`src/rtl/ddr3_ui_arbiter.sv`:
```
// ddr3_ui_arbiter
//   Two-requester round-robin scheduler in front of ddr3_ui. It accepts one
//   transfer request at a time and latches its parameters. It then launches
//   the transfer with a go strobe and follows the ddr3_ui busy/fault
//   handshake. When the transfer ends, it returns done/fault to the
//   requester that owns it.
//
//   State | meaning
//   IDLE  | waiting for calibration and a request; arbitration happens here
//   START | go strobe held until ddr3_ui reports busy (or start timeout)
//   RUN   | transfer in flight; waiting for busy to fall (or watchdog)
//   DONE  | completion pulse to owner, rr pointer and transfer count update
//
// Ports
//   ui_clk, rst                       clock, synchronous active-high reset
//   i_app_phy_init_done               grants allowed only while high
//   i_req / i_req_wr                  per-requester request level and direction
//   i_req_ddr3_addr/_count/_buf_addr  packed per-requester transfer parameters
//   o_ack / o_done / o_fault          per-requester handshake pulses
//   o_busy, o_grant_id                in-flight flag, owner of current/last transfer
//   o_ibuf_go / o_obuf_go             launch strobes (write / read)
//   o_count / o_buf_addr / o_ddr3_addr latched transfer parameters
//   i_ibuf_bsy / i_obuf_bsy           busy from ddr3_ui
//   i_ibuf_ddr3_fault / i_obuf_ddr3_fault  fault from ddr3_ui
//   o_xfer_cnt                        good-transfer counter, saturating
module ddr3_ui_arbiter #(
    parameter int BUF_DEPTH      = 10,
    parameter int MEM_ADDR_DEPTH = 28,
    parameter int START_TIMEOUT  = 16,
    parameter int WDOG_CYCLES    = 65535
) (
    input  logic                          ui_clk,
    input  logic                          rst,
    input  logic                          i_app_phy_init_done,
    input  logic [1:0]                    i_req,
    input  logic [1:0]                    i_req_wr,
    input  logic [2*MEM_ADDR_DEPTH-1:0]   i_req_ddr3_addr,
    input  logic [2*BUF_DEPTH-1:0]        i_req_count,
    input  logic [2*BUF_DEPTH-1:0]        i_req_buf_addr,
    output logic [1:0]                    o_ack,
    output logic [1:0]                    o_done,
    output logic [1:0]                    o_fault,
    output logic                          o_busy,
    output logic                          o_grant_id,
    output logic                          o_ibuf_go,
    output logic                          o_obuf_go,
    output logic [BUF_DEPTH-1:0]          o_count,
    output logic [BUF_DEPTH-1:0]          o_buf_addr,
    output logic [MEM_ADDR_DEPTH-1:0]     o_ddr3_addr,
    input  logic                          i_ibuf_bsy,
    input  logic                          i_obuf_bsy,
    input  logic                          i_ibuf_ddr3_fault,
    input  logic                          i_obuf_ddr3_fault,
    output logic [15:0]                   o_xfer_cnt
);

    localparam int TW = (START_TIMEOUT > 1) ? $clog2(START_TIMEOUT) : 1;

    typedef enum logic [1:0] {IDLE, START, RUN, DONE} state_t;

    state_t                    state_q, state_d;
    logic                      rr_q, rr_d;          // last requester served
    logic                      owner_q, owner_d;
    logic                      wr_q, wr_d;
    logic                      fault_q, fault_d;
    logic [BUF_DEPTH-1:0]      count_q, count_d;
    logic [BUF_DEPTH-1:0]      buf_q, buf_d;
    logic [MEM_ADDR_DEPTH-1:0] addr_q, addr_d;
    logic [TW-1:0]             tmr_q, tmr_d;
    logic [15:0]               wdog_q, wdog_d;
    logic [15:0]               xfer_q, xfer_d;
    logic [1:0]                ack_q, ack_d;
    logic [1:0]                done_q, done_d;
    logic [1:0]                flt_q, flt_d;
    logic                      igo_q, igo_d;
    logic                      ogo_q, ogo_d;

    // Winner: a lone requester wins; on a tie the one not served last wins.
    logic                      win;
    logic                      sel_wr;
    logic [BUF_DEPTH-1:0]      sel_count;
    logic [BUF_DEPTH-1:0]      sel_buf;
    logic [MEM_ADDR_DEPTH-1:0] sel_addr;
    logic                      bsy_sel;
    logic                      flt_sel;

    assign win       = (i_req == 2'b10) || ((i_req == 2'b11) && !rr_q);
    assign sel_wr    = win ? i_req_wr[1] : i_req_wr[0];
    assign sel_count = win ? i_req_count[2*BUF_DEPTH-1:BUF_DEPTH] : i_req_count[BUF_DEPTH-1:0];
    assign sel_buf   = win ? i_req_buf_addr[2*BUF_DEPTH-1:BUF_DEPTH] : i_req_buf_addr[BUF_DEPTH-1:0];
    assign sel_addr  = win ? i_req_ddr3_addr[2*MEM_ADDR_DEPTH-1:MEM_ADDR_DEPTH]
                           : i_req_ddr3_addr[MEM_ADDR_DEPTH-1:0];
    assign bsy_sel   = wr_q ? i_ibuf_bsy : i_obuf_bsy;
    assign flt_sel   = wr_q ? i_ibuf_ddr3_fault : i_obuf_ddr3_fault;

    always_comb begin
        state_d = state_q;
        rr_d    = rr_q;
        owner_d = owner_q;
        wr_d    = wr_q;
        fault_d = fault_q;
        count_d = count_q;
        buf_d   = buf_q;
        addr_d  = addr_q;
        tmr_d   = tmr_q;
        wdog_d  = wdog_q;
        xfer_d  = xfer_q;
        ack_d   = 2'b00;
        done_d  = 2'b00;
        flt_d   = 2'b00;
        igo_d   = 1'b0;
        ogo_d   = 1'b0;
        case (state_q)
            IDLE: begin
                if (i_app_phy_init_done && (i_req != 2'b00)) begin
                    owner_d = win;
                    wr_d    = sel_wr;
                    count_d = sel_count;
                    buf_d   = sel_buf;
                    addr_d  = sel_addr;
                    if (win) ack_d = 2'b10;
                    else     ack_d = 2'b01;
                    if (sel_count == '0) begin
                        // Nothing to move: complete as a fault without touching ddr3_ui.
                        fault_d = 1'b1;
                        state_d = DONE;
                    end else begin
                        fault_d = 1'b0;
                        tmr_d   = TW'(START_TIMEOUT - 1);
                        igo_d   = sel_wr;
                        ogo_d   = !sel_wr;
                        state_d = START;
                    end
                end
            end
            START: begin
                // Go falls on the edge that samples busy high, so it never
                // overlaps busy long enough to retrigger ddr3_ui.
                if (bsy_sel) begin
                    wdog_d  = 16'(WDOG_CYCLES);
                    state_d = RUN;
                end else if (tmr_q == '0) begin
                    fault_d = 1'b1;
                    state_d = DONE;
                end else begin
                    tmr_d = tmr_q - TW'(1);
                    igo_d = wr_q;
                    ogo_d = !wr_q;
                end
            end
            RUN: begin
                if (!bsy_sel) begin
                    fault_d = flt_sel;
                    state_d = DONE;
                end else if (wdog_q <= 16'd1) begin
                    fault_d = 1'b1;
                    state_d = DONE;
                end else begin
                    wdog_d = wdog_q - 16'd1;
                end
            end
            DONE: begin
                if (owner_q) begin
                    done_d = 2'b10;
                    flt_d  = {fault_q, 1'b0};
                end else begin
                    done_d = 2'b01;
                    flt_d  = {1'b0, fault_q};
                end
                rr_d = owner_q;
                if (!fault_q && (xfer_q != 16'hFFFF)) xfer_d = xfer_q + 16'd1;
                state_d = IDLE;
            end
            default: state_d = IDLE;
        endcase
    end

    always_ff @(posedge ui_clk) begin
        if (rst) begin
            state_q <= IDLE;
            rr_q    <= 1'b1;
            owner_q <= 1'b0;
            wr_q    <= 1'b0;
            fault_q <= 1'b0;
            count_q <= '0;
            buf_q   <= '0;
            addr_q  <= '0;
            tmr_q   <= '0;
            wdog_q  <= '0;
            xfer_q  <= '0;
            ack_q   <= '0;
            done_q  <= '0;
            flt_q   <= '0;
            igo_q   <= 1'b0;
            ogo_q   <= 1'b0;
        end else begin
            state_q <= state_d;
            rr_q    <= rr_d;
            owner_q <= owner_d;
            wr_q    <= wr_d;
            fault_q <= fault_d;
            count_q <= count_d;
            buf_q   <= buf_d;
            addr_q  <= addr_d;
            tmr_q   <= tmr_d;
            wdog_q  <= wdog_d;
            xfer_q  <= xfer_d;
            ack_q   <= ack_d;
            done_q  <= done_d;
            flt_q   <= flt_d;
            igo_q   <= igo_d;
            ogo_q   <= ogo_d;
        end
    end

    assign o_ack       = ack_q;
    assign o_done      = done_q;
    assign o_fault     = flt_q;
    assign o_busy      = (state_q != IDLE);
    assign o_grant_id  = owner_q;
    assign o_ibuf_go   = igo_q;
    assign o_obuf_go   = ogo_q;
    assign o_count     = count_q;
    assign o_buf_addr  = buf_q;
    assign o_ddr3_addr = addr_q;
    assign o_xfer_cnt  = xfer_q;

endmodule

```
`config.mk`:
```
export PLATFORM = sky130hd
export DESIGN_NAME = ddr3_ui_arbiter
export DESIGN_NICKNAME = d
export VERILOG_FILES = /design/src/rtl/ddr3_ui_arbiter.sv
export SDC_FILE = /design/constraint.sdc
export NUM_CORES = 1
export LEC_CHECK = 0
export BUFFER_PORTS_ARGS = -buffer_cell sky130_fd_sc_hd__buf_4
export CORE_ASPECT_RATIO = 1.4
export CORE_UTILIZATION = 44
export DETAILED_ROUTE_END_ITERATION = 10
export GPL_TIMING_DRIVEN = 0
export PLACE_DENSITY = 0.85
export SLEW_MARGIN = 25
export SYNTH_ARGS = -nofsm -noshare
export SYNTH_HDL_FRONTEND = slang
export SYNTH_SLANG_ARGS = --single-unit
```
`constraint.sdc`:
```
create_clock -name ui_clk -period 2.1 [get_ports ui_clk]
set_input_delay 0 -clock ui_clk [delete_from_list [all_inputs] [get_ports ui_clk]]
set_output_delay 0 -clock ui_clk [all_outputs]
set_load 0.005 [all_outputs]
```
==> results.md, run 1 <==
* Outcome: finished with violations
* Failing checks: negative setup slack
* Vias/cell at around 5.7
* Worst-skew pair later-pin latency at 0.35 ns
* FF-to-FF setup slack at -0.09 ns
* Post-synthesis instance area at 0.00470 mm2
* Hold Path Class: in -> reg
* #FFs+latches synth at slightly below 100
* Finished Layout Cells at 857
* Synth top area cells: dfxtp_1, mux2i_1, a211oi_1
* Most used cell, CP: or4_4
* Area grow syn2layout at 44.6%
* I/O pin count at 181
* PD cells at ~1100 mW/mm2
* Crit-path slowest cell: or4_4
* Place WS at -0.504 ns
* Vias after detailed routing at ~4900
* Syn Nets at 627
* Main synth FF type: dfxtp_1
* Worst EP required at around 2.3 ns
* Worst-path fanout max at 5
* Top-count cell post-synth: dfxtp_1
* Cell count after placement at between 800 and 900
* Root buf cell: clkbuf_16
* Post-DRT Antenna Nets at 0
* WS Path Type: reg -> reg
* Post-synthesis cell type count at 53
* GR Overflow Total at 0
* First-pass GRT wire length at approximately 23 mm
* Top cell type's share of synthesized area at 0.417
* PnR worst setup slack at -0.0892 ns
* Post-synth EDFFs at 0
* TritonCTS clock tree: yes
* Cell breakdown of the critical path: or4_4, or4_4, buf_8, o211ai_1, xor2_1, a21oi_1
* Post-route DRC at 0
* Final setup fails at 12
* Setup crit start kind: flip-flop
* IO Port Bufs at between 150 and 200
* Gp weighted congestion at between 0.9 and 1
* Total power at 0.00766 W
* Via count of the first global-routing pass at 4756
* Clk_skew at approximately 0.012 ns
* Largest stage delay on the critical path at between 0.5 and 0.6 ns
* Cell count after synthesis at ~510
* Final HPWL DP at roughly 11 mm
* Critical path arrival at 2.39 ns
* Largest net degree at the start of global routing at 16
* Chip width at 89.4 um
* Die extent in y at around 120 um
* Core box area at 0.0104 mm2
* Peak supply drop at approximately 0.0006 V
* Top cells by instance count after synthesis: dfxtp_1, nor2_1, mux2i_1
* Largest area contributor in the netlist: dfxtp_1
* FMAX at 0.457 GHz
* Asr flop ratio synth at 0
* Register area share after synthesis at 0.417
* Leak at between 2 and 3 nW
* Max-cap violation count at 0
* DIE AREA at roughly 0.011 mm2
* Core Rows at 44
* Iter 0 DRT Violations at 246
* Initial antenna violation count at 0
* CTS buffer count at 9
* Diodes inserted at 0
* Total negative slack at -0.457 ns
* RSZ-0062 raised after global routing: yes
* H-tree depth at 3
* Yosys warns at 0
* Wire per inst at around 17 um
* Fillers at just over 800
* Worst setup EP type: flip-flop
* Final Slew Violations at 0
* Share of layout cells above drive strength 1 at 0.345
* Slew @ Worst Pin at around 0.79 ns
* Clk sinks at just under 100
* Crit path buffers/inverters at 1
* Clock slew at reported path FFs at roughly 0.07 ns
* Starting Density at 0.452
* CP delay by family, top: simple AND/OR/NAND/NOR gates
* Synth Area per Inst at between 9 and 10 um2
* Clock buffer depth at 2
* Gr usage total at 0.266
* Post-route minimum period at between 2 and 2.5 ns
* Slew headroom at 0.474
* Final-report hold violation count at 0
* Drt total wl at between 10 and 15 mm
* Fin crit share at 1.04
* Nets at ~830
* DRT Pass-1 Iters at 5
## worst reg2reg max path, cell delays in order (launching register included)
cell	delay [ns]
dfxtp_2	0.32
or4_4	0.55
or4_4	0.50
buf_8	0.17
o211ai_1	0.22
xor2_1	0.19
a21oi_1	0.09
## cells in the final DEF, fill, tap and decap left out, drive strengths merged, types with 3 or more instances in the layout
cell type | netlist | final
mux2 | 4 | 4
nand2b | 3 | 3
o2111ai | 4 | 4
xnor2 | 5 | 5
ha | 8 | 8
and3 | 5 | 5
o211ai | 13 | 13
nand3 | 7 | 7
dfxtp | 98 | 98
a311oi | 6 | 6
or4 | 6 | 6
dlygate4sd3 | 0 | 3
mux2i | 52 | 52
inv | 10 | 11
a211oi | 49 | 49
and2 | 6 | 6
nor3b | 3 | 3
nor3 | 13 | 13
nor2 | 72 | 72
nand2 | 12 | 12
xor2 | 20 | 20
nor2b | 7 | 7
buf | 3 | 195
nor4 | 9 | 9
clkbuf | 30 | 39
nand4 | 7 | 7
a21oi | 26 | 26
o21ai | 7 | 7
## registers in the layout (all words and copies together), names as in the netlist
| name | flops |
|---|---|
| fault_q | 1 |
| wr_q | 1 |
| wdog_q | 16 |
| o_buf_addr | 10 |
| state_q | 2 |
| o_obuf_go | 1 |
| tmr_q | 4 |
| o_ack | 2 |
| o_xfer_cnt | 16 |
| o_ibuf_go | 1 |
| o_ddr3_addr | 28 |
| rr_q | 1 |
| o_done | 2 |
| o_count | 10 |
| o_fault | 2 |
| o_grant_id | 1 |
## report_power, final
group | switching, W | leakage [nW] | internal (W)
Sequential | 0.000386 | 0.808 | 0.00231
Clock | 0.000695 | 0.128 | 0.000829
Combinational | 0.00184 | 1.88 | 0.00160
Total | 0.00292 | 2.82 | 0.00474
## layer usage
metal / GRT usage / share of wire / vias to the layer above
li1: - / - / 2297
met1: 0.311 / 0.38 / 2267
met2: 0.450 / 0.51 / 254
met3: 0.0490 / 0.075 / 41
met4: 0.138 / 0.037 / 0
met5: 0 / 0 / -
## area by class of cell
class | count | area, um2 | share of cell area
plain buffers | 31 | 150 | 0.0221
clock buffers | 11 | 243 | 0.0357
clock inverters | 3 | 25.0 | 0.00368
inverters | 10 | 37.5 | 0.00552
multi-input cells | 371 | 2710 | 0.398
flip-flops and latches | 98 | 1970 | 0.290
well taps | 138 | 173 | 0.0254
repair buffers | 195 | 1500 | 0.220
## per-stage QoR
stage,instance area (um2),utilization,hold slack [ns]
finish,6800,0.654,0.00168
global route,6800,0.654,0.0100
CTS,6710,0.644,0.00296
detailed placement,6240,0.600,0.362
global placement,6240,0.600,0.354
floorplan,4730,-,0.204
## path summary, 6_finish.rpt
kind	start	endpoint	cells past startpoint
setup / recovery	wdog_q[14]	wdog_q[3]	6
hold / removal	i_req_buf_addr[15]	o_buf_addr[5]	3
setup reg to reg	wdog_q[14]	wdog_q[3]	6
hold reg to reg	o_count[2]	o_count[2]	2
## what timing repair did
action,4_1_cts,5_1_grt
resized for setup,22,26
buffers inserted,8,3
endpoints found under the setup margin,80,56
hold endpoints to repair,3,0
gates cloned,2,0
pin swaps,18,17
hold buffers,3,0
## kinds of logic after synthesis
| kind of cell | count (synthesis) | share of synthesized area |
|---|---|---|
| adder cells (fa/ha/maj) | 8 | 0.0213 |
| XOR/XNOR | 25 | 0.0465 |
| AND/OR/NAND/NOR | 164 | 0.183 |
| AO/OA/AOI/OAI | 118 | 0.177 |
| flip-flops | 98 | 0.417 |
| buffers and inverters | 43 | 0.0348 |
| multiplexers | 56 | 0.120 |
Note: power is estimated with default switching activity, not from simulation.
==> run 2: changes to the inputs <==
MAX_ROUTING_LAYER = met4   (was not set)
==> results.md, run 2 (synthesis gave the netlist of run 1 again) <==
* Core box area at roughly 0.010 mm2
* DIE AREA at roughly 0.011 mm2
* FF-to-FF setup slack at -0.12 ns
* Slew headroom at 0.492
* Failing checks: negative setup slack
* Root buf cell: clkbuf_16
* Chip width at a little under 90 um
* WS Path Type: reg -> reg
* Clk_skew at 0.0101 ns
* Worst Hold End: o_ddr3_addr[0]
* Gr usage total at 0.261
* Hold path depth at 3
* IO Port Bufs at about 180
* Drt total wl at between 10 and 15 mm
* Setup crit start kind: flip-flop
* Worst R2R End: wdog_q[7]
* Final HPWL DP at 11.1 mm
* Vias/cell at ~5.7
* Max reg flops at 28
* Initial antenna violation count at 0
* Nets at a little over 800
* Diodes inserted at 0
* Total power at 0.00752 W
* TritonCTS clock tree: yes
* Worst-path fanout max at 5
* Final-report hold violation count at 0
* Clock slew at reported path FFs at ~0.07 ns
* PnR worst setup slack at -0.117 ns
* GR Overflow Total at 0
* Placed cell area at around 0.0062 mm2
* Wire per inst at between 15 and 20 um
* Hold Path Class: in -> reg
* I/O pin count at between 150 and 200
* Area grow syn2layout at 42.8%
* Worst setup EP type: flip-flop
* Vias after detailed routing at just under 5000
* Worst EP required at roughly 2.3 ns
* Core Util, Final at 0.646
* Clock buffer depth at 2
* DRT Pass-1 Iters at 5
* H-tree depth at 3
* Most frequent cells in the layout: buf_4, dfxtp_1, nor2_1, mux2i_1, a211oi_1
* Starting Density at 0.452
* Worst-skew pair later-pin latency at 0.35 ns
* Post-route DRC at 0
* Hold Startpoint: i_req_ddr3_addr[0]
* Final setup fails at 11
* Worst r2r src: wdog_q[11]
* PD cells at 1120 mW/mm2
* Cell area after layout at 0.00672 mm2
* Gp weighted congestion at just over 0.9
* Cell count after placement at approximately 830
* Via count of the first global-routing pass at 4661
* Clk sinks at 98
* RSZ-0062 raised after global routing: yes
* First-pass GRT wire length at between 20 and 25 mm
* Max-cap violation count at 0
* Slew @ Worst Pin at 0.762 ns
* Peak supply drop at between 0.0006 and 0.0007 V
* Largest net degree at the start of global routing at 17
* Leak at about 2.8 nW
* Share of layout cells above drive strength 1 at 0.327
* Post-route minimum period at 2.22 ns
* Finished Layout Cells at about 850
* Fillers at 838
* Fin crit share at 1.06
* Most common cell after layout, fill and taps aside: buf_4
* Die extent in y at around 120 um
* FMAX at about 0.45 GHz
* Post-DRT Antenna Nets at 0
* Final Slew Violations at 0
* Outcome: finished with violations
* Reg2reg path depth at 6
* CTS buffer count at 9
* Core Rows at 44
* Critical path arrival at about 2.4 ns
* Iter 0 DRT Violations at 248
run 2: cell count changes in the layout (fill, tap and decap cells not counted), sizes merged:
| cell | before | now |
|---|---|---|
| buf | 195 | 191 |
| dlygate4sd3 | 3 | 0 |
| clkinv | 1 | 2 |
| clkinvlp | 1 | 0 |
| inv | 11 | 12 |
run 2: worst max-delay path: stages, from the launching register on:
cell	delay (ns)
dfxtp_4	0.34
or4_4	0.57
or4_4	0.50
buf_8	0.16
o211ai_1	0.23
xor2_1	0.19
a21oi_1	0.08
run 2: final cells by class:
type	count	area (um2)	share of cell area
buffer	31	139	0.0207
clock buffer	12	256	0.0382
inverter	10	37.5	0.00559
timing repair buffer	187	1420	0.212
tap	138	173	0.0257
clock inverter	4	33.8	0.00503
multi-input combinational	371	2690	0.400
sequential	98	1970	0.293
run 2: how the worst max path moves through the flow:
| stage | from | to | slack (ns) | depth (start not counted) |
|---|---|---|---|---|
| 3_3_place_gp | state_q[0] | o_ddr3_addr[27] | -0.39 | 7 |
| 4_1_cts | wdog_q[7] | wdog_q[14] | -0.06 | 6 |
| 6_report | wdog_q[11] | wdog_q[7] | -0.12 | 6 |
| 5_1_grt | wdog_q[11] | wdog_q[7] | -0.15 | 6 |
| 2_1_floorplan | wdog_q[11] | wdog_q[7] | 0.001 | 6 |
| 3_5_place_dp | state_q[0] | o_buf_addr[9] | -0.50 | 7 |
run 2: where the power goes:
| group | leakage, nW | switching, W | internal (W) |
|---|---|---|---|
| Clock | 0.145 | 0.000725 | 0.000882 |
| Sequential | 0.806 | 0.000388 | 0.00230 |
| Combinational | 1.84 | 0.00172 | 0.00150 |
run 2: through the flow:
step	setup slack, ns	TNS, ns	hold slack (ns)
final	-0.117	-0.614	0.000783
after global routing	-0.145	-1.28	0.0128
after CTS	-0.0562	-0.252	0.00154
after detailed placement	-0.500	-14.76	0.364
after global placement	-0.393	-7.95	0.354
after floorplan	0.00107	0	0.204
run 2: per-layer routing:
layer | global-route usage | share of wire | wire length [um] | up-vias
li1 | - | - | - | 2284
met1 | 0.297 | 0.37 | 5350 | 2276
met2 | 0.433 | 0.52 | 7460 | 218
met3 | 0.0504 | 0.071 | 1020 | 41
met4 | 0.121 | 0.035 | 503 | 0
met5 | - | 0 | 0 | -
run 2: repair_timing:
action / CTS / global route
setup buffers: 1 / 6
hold endpoints to repair: 0 / 0
resized for setup: 12 / 17
pin swaps: 10 / 16
gates cloned: 0 / 1
hold buffers: 0 / 0
setup endpoints to repair: 79 / 60
